File: src/rtl/mem_arb_pkg.sv
`default_nettype none
// ============================================================================
// Module   : mem_arb_pkg
// Purpose  : Shared types for the IF/LS memory-port arbiter.
// Revision : 1.0 - initial release
// ============================================================================
package mem_arb_pkg;

    localparam int c_addr_w = 32;
    localparam int c_data_w = 32;
    localparam int c_be_w   = c_data_w / 8;

    typedef enum logic [1:0] {
        IDLE  = 2'd0,
        ISSUE = 2'd1,
        WAIT  = 2'd2
    } state_t;

    typedef enum logic [0:0] {
        OWN_IF = 1'b0,
        OWN_LS = 1'b1
    } owner_t;

    typedef struct packed {
        logic [c_addr_w-1:0] addr;
        logic                we;
        logic [c_data_w-1:0] wdata;
        logic [c_be_w-1:0]   be;
    } mem_req_t;

endpackage : mem_arb_pkg
`default_nettype wire

File: src/rtl/mem_arb_prio.sv
`default_nettype none
// ============================================================================
// Module   : mem_arb_prio
// Purpose  : Fixed LS priority with a starvation guard for IF; owns the
//            saturating count of LS grants taken while IF was waiting.
// Revision : 1.0 - initial release
// ============================================================================
module mem_arb_prio #(
    parameter int STARVE_MAX = 4,
    parameter int CNT_W      = 4
) (
    input  logic clk,
    input  logic arstn,
    input  logic arb_en,
    input  logic if_valid,
    input  logic ls_valid,
    output logic grant_if,
    output logic grant_ls
);

    localparam logic [CNT_W-1:0] c_starve_limit = CNT_W'(STARVE_MAX);

    logic [CNT_W-1:0] r_starve_cnt;
    logic             w_if_starved;

    // LS wins unless IF has already been passed over STARVE_MAX times
    always_comb begin
        w_if_starved = if_valid && (r_starve_cnt == c_starve_limit);
        grant_ls     = arb_en && ls_valid && !w_if_starved;
        grant_if     = arb_en && if_valid && !grant_ls;
    end

    // Count LS wins over a waiting IF; an IF win clears the count
    always_ff @(posedge clk or negedge arstn) begin
        if (!arstn) begin
            r_starve_cnt <= '0;
        end else if (grant_if) begin
            r_starve_cnt <= '0;
        end else if (grant_ls && if_valid && (r_starve_cnt != c_starve_limit)) begin
            r_starve_cnt <= r_starve_cnt + 1'b1;
        end
    end

endmodule : mem_arb_prio
`default_nettype wire

File: src/rtl/mem_arbiter.sv
`default_nettype none
// ============================================================================
// Module   : mem_arbiter
// Purpose  : Shares one memory port between instruction fetch (IF) and the
//            load/store unit (LS); one transaction in flight at a time.
// Revision : 1.0 - initial release
// ============================================================================
module mem_arbiter
    import mem_arb_pkg::*;
#(
    parameter int ADDR_W     = 32,
    parameter int DATA_W     = 32,
    parameter int STARVE_MAX = 4
) (
    input  logic                clk,
    input  logic                arstn,
    input  logic                if_req_valid,
    output logic                if_req_ready,
    input  logic [ADDR_W-1:0]   if_req_addr,
    output logic                if_rsp_valid,
    output logic [DATA_W-1:0]   if_rsp_data,
    input  logic                ls_req_valid,
    output logic                ls_req_ready,
    input  logic [ADDR_W-1:0]   ls_req_addr,
    input  logic                ls_req_we,
    input  logic [DATA_W-1:0]   ls_req_wdata,
    input  logic [DATA_W/8-1:0] ls_req_be,
    output logic                ls_rsp_valid,
    output logic [DATA_W-1:0]   ls_rsp_data,
    output logic                mem_req_valid,
    input  logic                mem_req_ready,
    output logic [ADDR_W-1:0]   mem_req_addr,
    output logic                mem_req_we,
    output logic [DATA_W-1:0]   mem_req_wdata,
    output logic [DATA_W/8-1:0] mem_req_be,
    input  logic                mem_rsp_valid,
    input  logic [DATA_W-1:0]   mem_rsp_data
);

    state_t r_state;
    state_t w_next_state;
    owner_t r_owner;

    logic [ADDR_W-1:0]   r_addr;
    logic                r_we;
    logic [DATA_W-1:0]   r_wdata;
    logic [DATA_W/8-1:0] r_be;

    logic w_arb_en;
    logic w_grant_if;
    logic w_grant_ls;
    logic w_grant;

    // Readies must read 0 while reset is held, so reset also gates arbitration
    assign w_arb_en = (r_state == IDLE) && arstn;
    assign w_grant  = w_grant_if || w_grant_ls;

    mem_arb_prio #(
        .STARVE_MAX (STARVE_MAX),
        .CNT_W      (4)
    ) u_prio (
        .clk      (clk),
        .arstn    (arstn),
        .arb_en   (w_arb_en),
        .if_valid (if_req_valid),
        .ls_valid (ls_req_valid),
        .grant_if (w_grant_if),
        .grant_ls (w_grant_ls)
    );

    // FSM state register
    always_ff @(posedge clk or negedge arstn) begin
        if (!arstn) begin
            r_state <= IDLE;
        end else begin
            r_state <= w_next_state;
        end
    end

    // Next state, handshakes and response routing to the current owner
    always_comb begin
        w_next_state  = r_state;
        if_req_ready  = 1'b0;
        ls_req_ready  = 1'b0;
        mem_req_valid = 1'b0;
        if_rsp_valid  = 1'b0;
        ls_rsp_valid  = 1'b0;
        if_rsp_data   = '0;
        ls_rsp_data   = '0;
        case (r_state)
            IDLE: begin
                if_req_ready = w_grant_if;
                ls_req_ready = w_grant_ls;
                if (w_grant) begin
                    w_next_state = ISSUE;
                end
            end
            ISSUE: begin
                mem_req_valid = 1'b1;
                if (mem_req_ready) begin
                    w_next_state = WAIT;
                end
            end
            WAIT: begin
                if (r_owner == OWN_LS) begin
                    ls_rsp_valid = mem_rsp_valid;
                    ls_rsp_data  = mem_rsp_data;
                end else begin
                    if_rsp_valid = mem_rsp_valid;
                    if_rsp_data  = mem_rsp_data;
                end
                if (mem_rsp_valid) begin
                    w_next_state = IDLE;
                end
            end
            default: begin
                w_next_state = IDLE;
            end
        endcase
    end

    // Capture the winning request; IF fetches are always full-width reads
    always_ff @(posedge clk or negedge arstn) begin
        if (!arstn) begin
            r_owner <= OWN_IF;
            r_addr  <= '0;
            r_we    <= 1'b0;
            r_wdata <= '0;
            r_be    <= '0;
        end else if (w_grant_ls) begin
            r_owner <= OWN_LS;
            r_addr  <= ls_req_addr;
            r_we    <= ls_req_we;
            r_wdata <= ls_req_wdata;
            r_be    <= ls_req_be;
        end else if (w_grant_if) begin
            r_owner <= OWN_IF;
            r_addr  <= if_req_addr;
            r_we    <= 1'b0;
            r_wdata <= '0;
            r_be    <= '1;
        end
    end

    assign mem_req_addr  = r_addr;
    assign mem_req_we    = r_we;
    assign mem_req_wdata = r_wdata;
    assign mem_req_be    = r_be;

endmodule : mem_arbiter
`default_nettype wire
File: config.mk
export PLATFORM = sky130hd
export DESIGN_NAME = mem_arbiter
export DESIGN_NICKNAME = d
export VERILOG_FILES = /design/src/rtl/mem_arb_pkg.sv /design/src/rtl/mem_arb_prio.sv /design/src/rtl/mem_arbiter.sv
export SDC_FILE = /design/constraint.sdc
export NUM_CORES = 1
export LEC_CHECK = 0
export BUFFER_PORTS_ARGS = -buffer_cell sky130_fd_sc_hd__buf_2
export CORE_AREA = 2 2 108 110
export CTS_BUF_LIST = sky130_fd_sc_hd__clkbuf_8 sky130_fd_sc_hd__clkbuf_16
export DETAILED_ROUTE_END_ITERATION = 16
export DIE_AREA = 0 0 110 112
export PLACE_DENSITY = 0.74
export SETUP_SLACK_MARGIN = 0.4
export SLEW_MARGIN = 25
export SYNTH_ARGS = -nofsm -noshare
export SYNTH_HDL_FRONTEND = slang
export SYNTH_HIERARCHICAL = 1
export SYNTH_SLANG_ARGS = --single-unit
File: constraint.sdc
create_clock -name clk -period 2.41 [get_ports clk]
set_input_delay 0.3615 -clock clk [delete_from_list [all_inputs] [get_ports clk]]
set_output_delay 0.3615 -clock clk [all_outputs]
set_load 0.01 [all_outputs]
==> flow_summary.json, run 1 <==
{
  "clock_skew_ns": 0.00825,
  "yosys-top-cells-count": "76 x dfrtp_1, 39 x nand2_1, 35 x and2_1, 33 x a22o_1, 33 x mux2i_1",
  "grt_max_degree": 77,
  "dp_hpwl_um": 9580,
  "clkSlewWorstSetupHoldPaths_ns": 0.06,
  "grt-ovfl-total": 0,
  "synth_edf_count": 0,
  "grt_pass1_wl_um": 19500,
  "grt_pass1_vias": 3778,
  "dr_wl_met2_um": 7580,
  "min_path_type": "input pin to async pin",
  "final_cell_count_no_fill": 789,
  "worstPathMaxFanout": 3,
  "worstSkewPairLatency_ns": 0.33,
  "synth.area.top_cells": "dfrtp_1 50%, mux2i_1 8.8%, a22o_1 7.7%",
  "path_class": "register to output pin",
  "worstMarginPinSlew_ns": 0.685,
  "final_layout_size_suffix_gt1_share_pct": 58.6,
  "cp.required_ns": 2.05,
  "async_flop_share_pct": 100,
  "synth-seq-cells": 76,
  "finalSetupViolCount": 0,
  "start_util_pct": 33.7,
  "layout.nets": 781,
  "slew_violations": 0,
  "netlist_instances": 343,
  "routed_wl_um": 13700,
  "clock.fmax_ghz": 0.481,
  "crit_slowest_cell": "dfrtp_1",
  "portBuffers": 276,
  "layout_min_cycle_time_ns": 2.08,
  "met1_length_um": 4950,
  "synth_cell_types": 36,
  "top_layer_used": "met4",
  "syn_area_per_cell_um2": 11.0,
  "numCtsBuffers": 9,
  "first_pass_iters": 4,
  "fin_crit_sh_pct": 86.2,
  "first_iter_violations": 163,
  "worstPathArrival_ns": 1.72,
  "htreeDepth": 3,
  "fp-row-count": 39,
  "synth-main-ff-cell": "dfrtp_1",
  "core_area_mm2": 0.0112,
  "yosysSeqAreaShare_pct": 50.5,
  "final_util_pct": 53.6,
  "fin_setup_tns_ns": 0,
  "die-area_mm2": 0.0123,
  "irDropWorstVdd_mv": 0.783,
  "yosysWarnings": 6,
  "numClockSinks": 76,
  "vias": 3800,
  "wl_per_cell_um": 17.4,
  "rsz0062_at_grt": "true",
  "hold_violations": 0,
  "synth_top_area_share_pct": 50.5,
  "worst_path_largest_cell_delay_ns": 0.41,
  "status": "finished, final reports clean",
  "timing.slew.headroom_pct": 54.3,
  "routed_via_density": 4.82,
  "pwr_density_cell_mw_per_mm2": 1150,
  "startpoint_type": "register",
  "clockRootBuffer": "clkbuf_16",
  "die_w_um": 110,
  "die_h_um": 112,
  "cts_tree": "built",
  "end_kind": "output pin",
  "dpl.cell_count": 747,
  "wl_met3_um": 923,
  "ant_nets": 0,
  "cp_cell_sequence": "inv_2 -> ha_2 -> a41oi_4 -> nor2_4 -> inv_2 -> nor3_2 -> buf_2",
  "synth_fp_nets": 484,
  "grtUsageTotal_pct": 21.0,
  "gp_congestion": 0.845,
  "clk_path_buf_depth": 2,
  "antenna_found_initial": 1,
  "path_common_cell": "inv_2",
  "ios": 277,
  "synthesis.area_mm2": 0.00377,
  "route.detailed.drc": 0,
  "cap_violations": 0,
  "p_leak_nw": 3.27,
  "yosysMostFrequentCell": "dfrtp_1",
  "synth_top_cell_by_area": "dfrtp_1",
  "syn2layout_area_growth_pct": 59.1
}
[logic make-up after synthesis]
family | after synthesis | synth area share [%]
simple gates | 125 | 20.4
compound gates | 77 | 14.7
flops | 76 | 50.5
mux | 33 | 8.77
buf+inv | 30 | 4.95
fa+ha+maj | 2 | 0.664
[final timing paths]
path                                               startpoint                             to  slack (ns)  cells past startpoint
max                        u_prio/r_starve_cnt[0]$_DFFE_PN0P_                   if_req_ready        0.33                      7
min                                                     arstn   mem_req_addr[12]$_DFFE_PN0P_        0.17                      2
max reg2reg                            r_state[1]$_DFFE_PN0P_  mem_req_wdata[20]$_DFFE_PN0P_        0.44                     10
min reg2reg                     mem_req_wdata[28]$_DFFE_PN0P_  mem_req_wdata[28]$_DFFE_PN0P_        0.49                      1
max in group asynchronous                               arstn    mem_req_addr[4]$_DFFE_PN0P_        1.76                      2
min in group clk                               ls_req_addr[7]    mem_req_addr[7]$_DFFE_PN0P_        0.25                      3
[final cells by class]
cell class              instances  area (um2)
flip-flops and latches         76        1900
clock inverters                 6         110
multi-input cells             240        1760
diodes                          1        2.50
repair buffers                308        1790
fillers                      1002        5180
clock buffers                  10         239
inverters                       5        18.8
well taps                     143         179
[report_power, final]
part,switching (mW),internal (mW),total [mW]
Sequential,0.389,1.90,2.29
Combinational,1.54,1.52,3.06
Clock,0.525,1.04,1.57
[layer usage]
layer | vias to the layer above | global-route usage, %
met5 | - | 0
met4 | 0 | 8.10
li1 | 1782 | -
met1 | 1823 | 22.7
met2 | 175 | 39.3
met3 | 20 | 4.10
[through the flow]
| stage | instance area, um2 | hold slack (ns) | power (mW) | setup WS [ns] |
|---|---|---|---|---|
| floorplan | 3770 | 0.0659 | 3.80 | 0.403 |
| global placement | 5250 | 0.475 | 4.87 | 0.0652 |
| detailed placement | 5250 | 0.476 | 4.97 | -0.0639 |
| CTS | 5820 | 0.234 | 6.82 | 0.306 |
| global route | 5990 | 0.243 | 7.33 | 0.262 |
| finish | 5990 | 0.167 | 6.92 | 0.332 |
[registers in the layout, indices dropped and copies added, names as in the netlist]
name                 cells
mem_req_we               1
mem_req_wdata           32
r_owner                  1
r_state                  2
u_prio/r_starve_cnt      4
mem_req_addr            32
mem_req_be               4
[layout by cell type (no fill, tap or decap), types with 2 or more instances in the layout]
cell type	Yosys	routed
buf_2	8	274
dfrtp_1	76	76
nand2_1	39	37
and2_1	35	33
mux2i_1	33	33
a22o_1	33	33
and2_4	30	32
o21ai_1	20	20
buf_4	1	19
o21ai_0	16	16
clkbuf_16	0	10
buf_6	8	7
nor2_1	6	4
inv_1	5	4
and2_2	3	3
nor2_4	0	3
bufinv_16	0	3
buf_12	0	3
and3b_4	0	2
inv_2	0	2
bufbuf_16	0	2
and3b_2	1	2
[worst max-delay path, delay by kind of cell, from the launching register on]
family / cells / cell delay (ns)
buf+inv: 3 / 0.31
fa+ha+maj: 1 / 0.19
simple gates: 2 / 0.31
flops: 1 / 0.41
compound gates: 1 / 0.17
[what timing repair did]
action,in CTS,in global routing
setup endpoints to repair,98,125
hold buffers,0,0
gates cloned,4,3
buffers inserted,9,9
pin swaps,4,6
gates resized for setup,21,15
Power figures use the tool's default switching activity.
==> run 2, diff against run 1 <==
--- a/config.mk
+++ b/config.mk
@@ -11,6 +11,7 @@
 export DETAILED_ROUTE_END_ITERATION = 16
 export DIE_AREA = 0 0 110 112
 export PLACE_DENSITY = 0.74
+export REMOVE_ABC_BUFFERS = 1
 export SETUP_SLACK_MARGIN = 0.4
 export SLEW_MARGIN = 25
 export SYNTH_ARGS = -nofsm -noshare
==> flow_summary.json, run 2 (synthesized netlist as in run 1, its figures left out) <==
{
  "pwr_density_cell_mw_per_mm2": 1140,
  "vias": 3611,
  "core_area_mm2": 0.0112,
  "ios": 277,
  "dpl-instance-area_mm2": 0.00523,
  "clockRootBuffer": "clkbuf_16",
  "cp_cell_sequence": "nor2_4 -> and2_4 -> nand2_4 -> a41oi_4 -> nor2_4 -> inv_2 -> nor3_1 -> buf_2",
  "clock.fmax_ghz": 0.490,
  "design_area_mm2": 0.00569,
  "die-area_mm2": 0.0123,
  "htreeDepth": 3,
  "r2r_cells": 9,
  "power_mw": 6.49,
  "cpLargestDelayFamily": "simple AND/OR/NAND/NOR gates",
  "cp.required_ns": 2.05,
  "portBuffers": 276,
  "fin_crit_sh_pct": 84.6,
  "nFillCells": 1018,
  "final_cell_count_no_fill": 770,
  "syn2layout_area_growth_pct": 51.1,
  "route.detailed.drc": 0,
  "routed_wl_um": 11500,
  "worstPathArrival_ns": 1.68,
  "worstMarginPinSlew_ns": 0.687,
  "startpoint_type": "register",
  "fp-row-count": 39,
  "start_util_pct": 33.7,
  "wl_per_cell_um": 15.0,
  "rsz0062_at_grt": "true",
  "clock_skew_ns": 0.00696,
  "final_cell_mix": "274 x buf_2, 74 x dfrtp_1, 37 x nand2_1",
  "slew_violations": 0,
  "rr_endpoint": "mem_req_wdata[18]$_DFFE_PN0P_",
  "finalSetupViolCount": 0,
  "grt_pass1_wl_um": 17100,
  "antenna_found_initial": 1,
  "layout_commonest_cell": "buf_2",
  "multiInputGateArea_mm2": 0.00173,
  "hold_violations": 0,
  "irDropWorstVdd_mv": 0.700,
  "path_common_cell": "nor2_4",
  "cap_violations": 0,
  "first_iter_violations": 150,
  "clk_path_buf_depth": 2,
  "end_kind": "output pin",
  "numCtsBuffers": 9,
  "worst-path-buf-inv": 2,
  "whs_ns": 0.159,
  "gp_congestion": 0.780,
  "r2r_slack_ns": 0.50,
  "final_layout_size_suffix_gt1_share_pct": 57.3,
  "p_leak_nw": 3.11,
  "layout_min_cycle_time_ns": 2.04,
  "path_class": "register to output pin",
  "first_pass_iters": 4,
  "hold_buffers": 0,
  "worstSkewPairLatency_ns": 0.33,
  "dp_hpwl_um": 8810,
  "startpoint": "r_state[1]$_DFFE_PN0P_",
  "clkSlewWorstSetupHoldPaths_ns": 0.06,
  "routed_via_density": 4.69,
  "grtUsageTotal_pct": 18.2,
  "ant_nets": 0,
  "numClockSinks": 76,
  "worstPathMaxFanout": 3,
  "layout.nets": 762,
  "die_h_um": 112,
  "min_path_type": "input pin to async pin",
  "worstSetupPathDepth": 8,
  "status": "finished, final reports clean",
  "reg2reg_from": "r_state[1]$_DFFE_PN0P_",
  "seqCellArea_mm2": 0.00190,
  "grt-ovfl-total": 0,
  "cts_tree": "built",
  "grt_max_degree": 77,
  "die_w_um": 110,
  "dpl.cell_count": 745,
  "crit_slowest_cell": "dfrtp_2",
  "fin_setup_tns_ns": 0,
  "endpoint": "if_req_ready",
  "worst_path_largest_cell_delay_ns": 0.43,
  "timing.slew.headroom_pct": 54.2,
  "grt_pass1_vias": 3543
}
run 2: what timing repair did:
action                     CTS  global route
setup endpoints to repair   87           115
pin swaps                    3             2
hold endpoints to repair     0             0
gates cloned                 0             0
gates resized for setup     13             7
setup buffers                7             1
run 2: power breakdown:
group          total (mW)  internal (mW)  switching, mW
registers            2.30           1.90          0.394
logic                2.74           1.33           1.41
clock network        1.45          0.915          0.538
total                6.49           4.15           2.34
run 2: metal layers:
layer | routed length [um] | track usage [%] | share of wire (%)
met4 | 98 | 5.49 | 0.85
met3 | 1110 | 6.26 | 9.6
met5 | 0 | 0 | 0
met1 | 4390 | 19.8 | 38
met2 | 5940 | 32.7 | 51
run 2: cell type report:
| class | count | area share [%] |
|---|---|---|
| Sequential cell | 76 | 33.4 |
| Multi-Input combinational cell | 237 | 30.3 |
| Timing Repair Buffer | 292 | 27.0 |
| Clock buffer | 9 | 3.96 |
| Tap cell | 143 | 3.14 |
| Clock inverter | 7 | 1.78 |
| Inverter | 5 | 0.330 |
| Antenna cell | 1 | 0.0439 |
run 2: per-stage QoR:
stage | setup WS (ns) | utilization [%]
final | 0.370 | 51.0
after global routing | 0.299 | 51.0
after CTS | 0.352 | 50.6
after detailed placement | 0.263 | 46.8
after global placement | 0.374 | 46.8
after floorplan | -2.83 | -
run 2: worst min-delay path by stage:
stage                             startpoint                             to  slack, ns  cells past startpoint
2_1_floorplan                          arstn    mem_req_addr[0]$_DFFE_PN0P_       0.07                      0
3_3_place_gp   mem_req_wdata[19]$_DFFE_PN0P_  mem_req_wdata[19]$_DFFE_PN0P_       0.47                      1
3_5_place_dp   mem_req_wdata[17]$_DFFE_PN0P_  mem_req_wdata[17]$_DFFE_PN0P_       0.48                      1
4_1_cts                      ls_req_addr[12]   mem_req_addr[12]$_DFFE_PN0P_       0.22                      3
5_1_grt                                arstn   mem_req_addr[14]$_DFFE_PN0P_       0.22                      2
6_report                               arstn   mem_req_addr[14]$_DFFE_PN0P_       0.16                      2
==> run 3, diff against run 2 <==
==> constraint.sdc (replaced) <==
create_clock -name clk -period 2 [get_ports clk]
set_input_delay 0.3 -clock clk [delete_from_list [all_inputs] [get_ports clk]]
set_output_delay 0.3 -clock clk [all_outputs]
set_load 0.01 [all_outputs]
==> flow_summary.json, run 3 (synthesized netlist as in run 1, its figures left out) <==
{
  "start_util_pct": 33.7,
  "worstMarginPinSlew_ns": 0.723,
  "irDropWorstVdd_mv": 0.811,
  "startpoint_type": "register",
  "syn2layout_area_growth_pct": 71.6,
  "route.detailed.drc": 0,
  "clock_skew_ns": 0.00631,
  "ant_nets": 0,
  "clockRootBuffer": "clkbuf_16",
  "fin_crit_sh_pct": 101,
  "internal-power_mw": 5.40,
  "core_area_mm2": 0.0112,
  "grtUsageTotal_pct": 21.8,
  "crit_slowest_cell": "dfrtp_1",
  "ios": 277,
  "final_layout_size_suffix_gt1_share_pct": 61.6,
  "wl_per_cell_um": 18.4,
  "path_common_cell": "nor2_4",
  "p_seq_share_pct": 32.4,
  "hold_violations": 0,
  "timing.slew.headroom_pct": 51.8,
  "routed_via_density": 4.89,
  "design_area_mm2": 0.00647,
  "htreeDepth": 3,
  "clk_path_buf_depth": 2,
  "fp-row-count": 39,
  "worstSkewPairLatency_ns": 0.33,
  "routed_wl_um": 15000,
  "end_kind": "output pin",
  "layout_min_cycle_time_ns": 2.03,
  "worst_path_largest_cell_delay_ns": 0.41,
  "grt_max_degree": 77,
  "pwr-share-comb_pct": 50.2,
  "p_leak_nw": 3.49,
  "cap_violations": 0,
  "antenna_found_initial": 1,
  "cp.required_ns": 1.70,
  "status": "finished with violations",
  "cts_tree": "built",
  "layout.nets": 808,
  "finalSetupViolCount": 1,
  "min_path_type": "input pin to async pin",
  "grt_pass1_wl_um": 20200,
  "clock.fmax_ghz": 0.493,
  "vias": 3994,
  "power_mw": 8.56,
  "gp_congestion": 0.812,
  "numCtsBuffers": 9,
  "path_class": "register to output pin",
  "slew_violations": 0,
  "portBuffers": 276,
  "fin_ws_ns": -0.0264,
  "die_w_um": 110,
  "grt-ovfl-total": 0,
  "grt_pass1_vias": 3880,
  "dp_hpwl_um": 8980,
  "die-area_mm2": 0.0123,
  "final_cell_mix": "274 x buf_2, 76 x dfrtp_1, 36 x nand2_1, 33 x and2_1, 33 x a22o_1",
  "worstPathMaxFanout": 2,
  "numClockSinks": 76,
  "swShare_pct": 36.9,
  "first_iter_violations": 166,
  "dpl-instance-area_mm2": 0.00532,
  "p_clk_share_pct": 17.4,
  "whs_ns": 0.0980,
  "cp_cell_sequence": "nor2_4 -> and2_4 -> nand2_4 -> a41oi_4 -> buf_6 -> nor2_4 -> inv_2 -> nor3_2 -> buf_2",
  "netSwitchingPower_mw": 3.16,
  "pwr_density_cell_mw_per_mm2": 1320,
  "worstPathArrival_ns": 1.73,
  "die_h_um": 112,
  "violations": "setup timing",
  "rsz0062_at_grt": "true",
  "clkSlewWorstSetupHoldPaths_ns": 0.06,
  "first_pass_iters": 4,
  "layout_commonest_cell": "buf_2"
}
[run 3: final cells by class]
class	count	area, um2
Fill cell	949	4710
Timing Repair Buffer	338	2320
Sequential cell	76	1900
Multi-Input combinational cell	237	1780
Clock buffer	9	225
Tap cell	143	179
Clock inverter	7	43.8
Inverter	5	18.8
Antenna cell	1	2.50
[run 3: per-stage QoR]
stage | worst slack (ns) | util, % | TNS (ns) | instances
2_1_floorplan | -3.24 | - | -213.56 | 318
3_3_place_gp | -0.00409 | 47.6 | -0.00409 | 750
3_5_place_dp | -0.129 | 47.6 | -4.81 | 750
4_1_cts | -0.0263 | 54.0 | -0.0358 | 790
5_1_grt | -0.102 | 57.9 | -0.846 | 816
6_report | -0.0264 | 57.9 | -0.0264 | 816
[run 3: what timing repair did]
item / in CTS / in global routing
resized for setup: 38 / 29
setup buffers: 13 / 15
pin swaps: 6 / 11
gates cloned: 11 / 10
endpoints found under the setup margin: 143 / 142
hold buffers: 0 / 0
[run 3: final timing paths]
path                                                          from                      endpoint  slack [ns]  cells after the start
worst min register to register        mem_req_wdata[7]$_DFFE_PN0P_  mem_req_wdata[7]$_DFFE_PN0P_        0.49                      1
worst max-delay path                        r_state[0]$_DFFE_PN0P_                  if_req_ready       -0.03                      9
worst min-delay path                                         arstn   mem_req_addr[3]$_DFFE_PN0P_         0.1                      2
min in group clk                                   ls_req_addr[11]  mem_req_addr[11]$_DFFE_PN0P_        0.17                      3
worst max register to register  u_prio/r_starve_cnt[0]$_DFFE_PN0P_  mem_req_addr[14]$_DFFE_PN0P_        0.09                      9
max in group asynchronous                                    arstn   mem_req_addr[1]$_DFFE_PN0P_        1.38                      2
[run 3: critical path, delay by kind of cell, from the launching register on]
family	cells	cell delay, ns
flip-flops	1	0.41
AND/OR/NAND/NOR	5	0.43
buffers and inverters	3	0.33
AO/OA/AOI/OAI	1	0.22
[run 3: routing by layer]
| layer | global-route usage, % | vias up | wire length [um] |
|---|---|---|---|
| li1 | - | 1833 | - |
| met1 | 23.3 | 1937 | 5320 |
| met2 | 40.4 | 203 | 8150 |
| met3 | 5.91 | 21 | 1240 |
| met4 | 7.00 | 0 | 339 |
| met5 | 0 | - | 0 |
[run 3: power by group through the flow]
stage                     registers, mW  clock network (mW)  logic (mW)
after global placement             2.72                   0        3.22
after detailed placement           2.73                   0        3.33
after floorplan                    3.06                   0        1.43
after global routing               2.85                1.59        4.63
after CTS                          2.75                1.52        3.86
final                              2.77                1.49        4.29
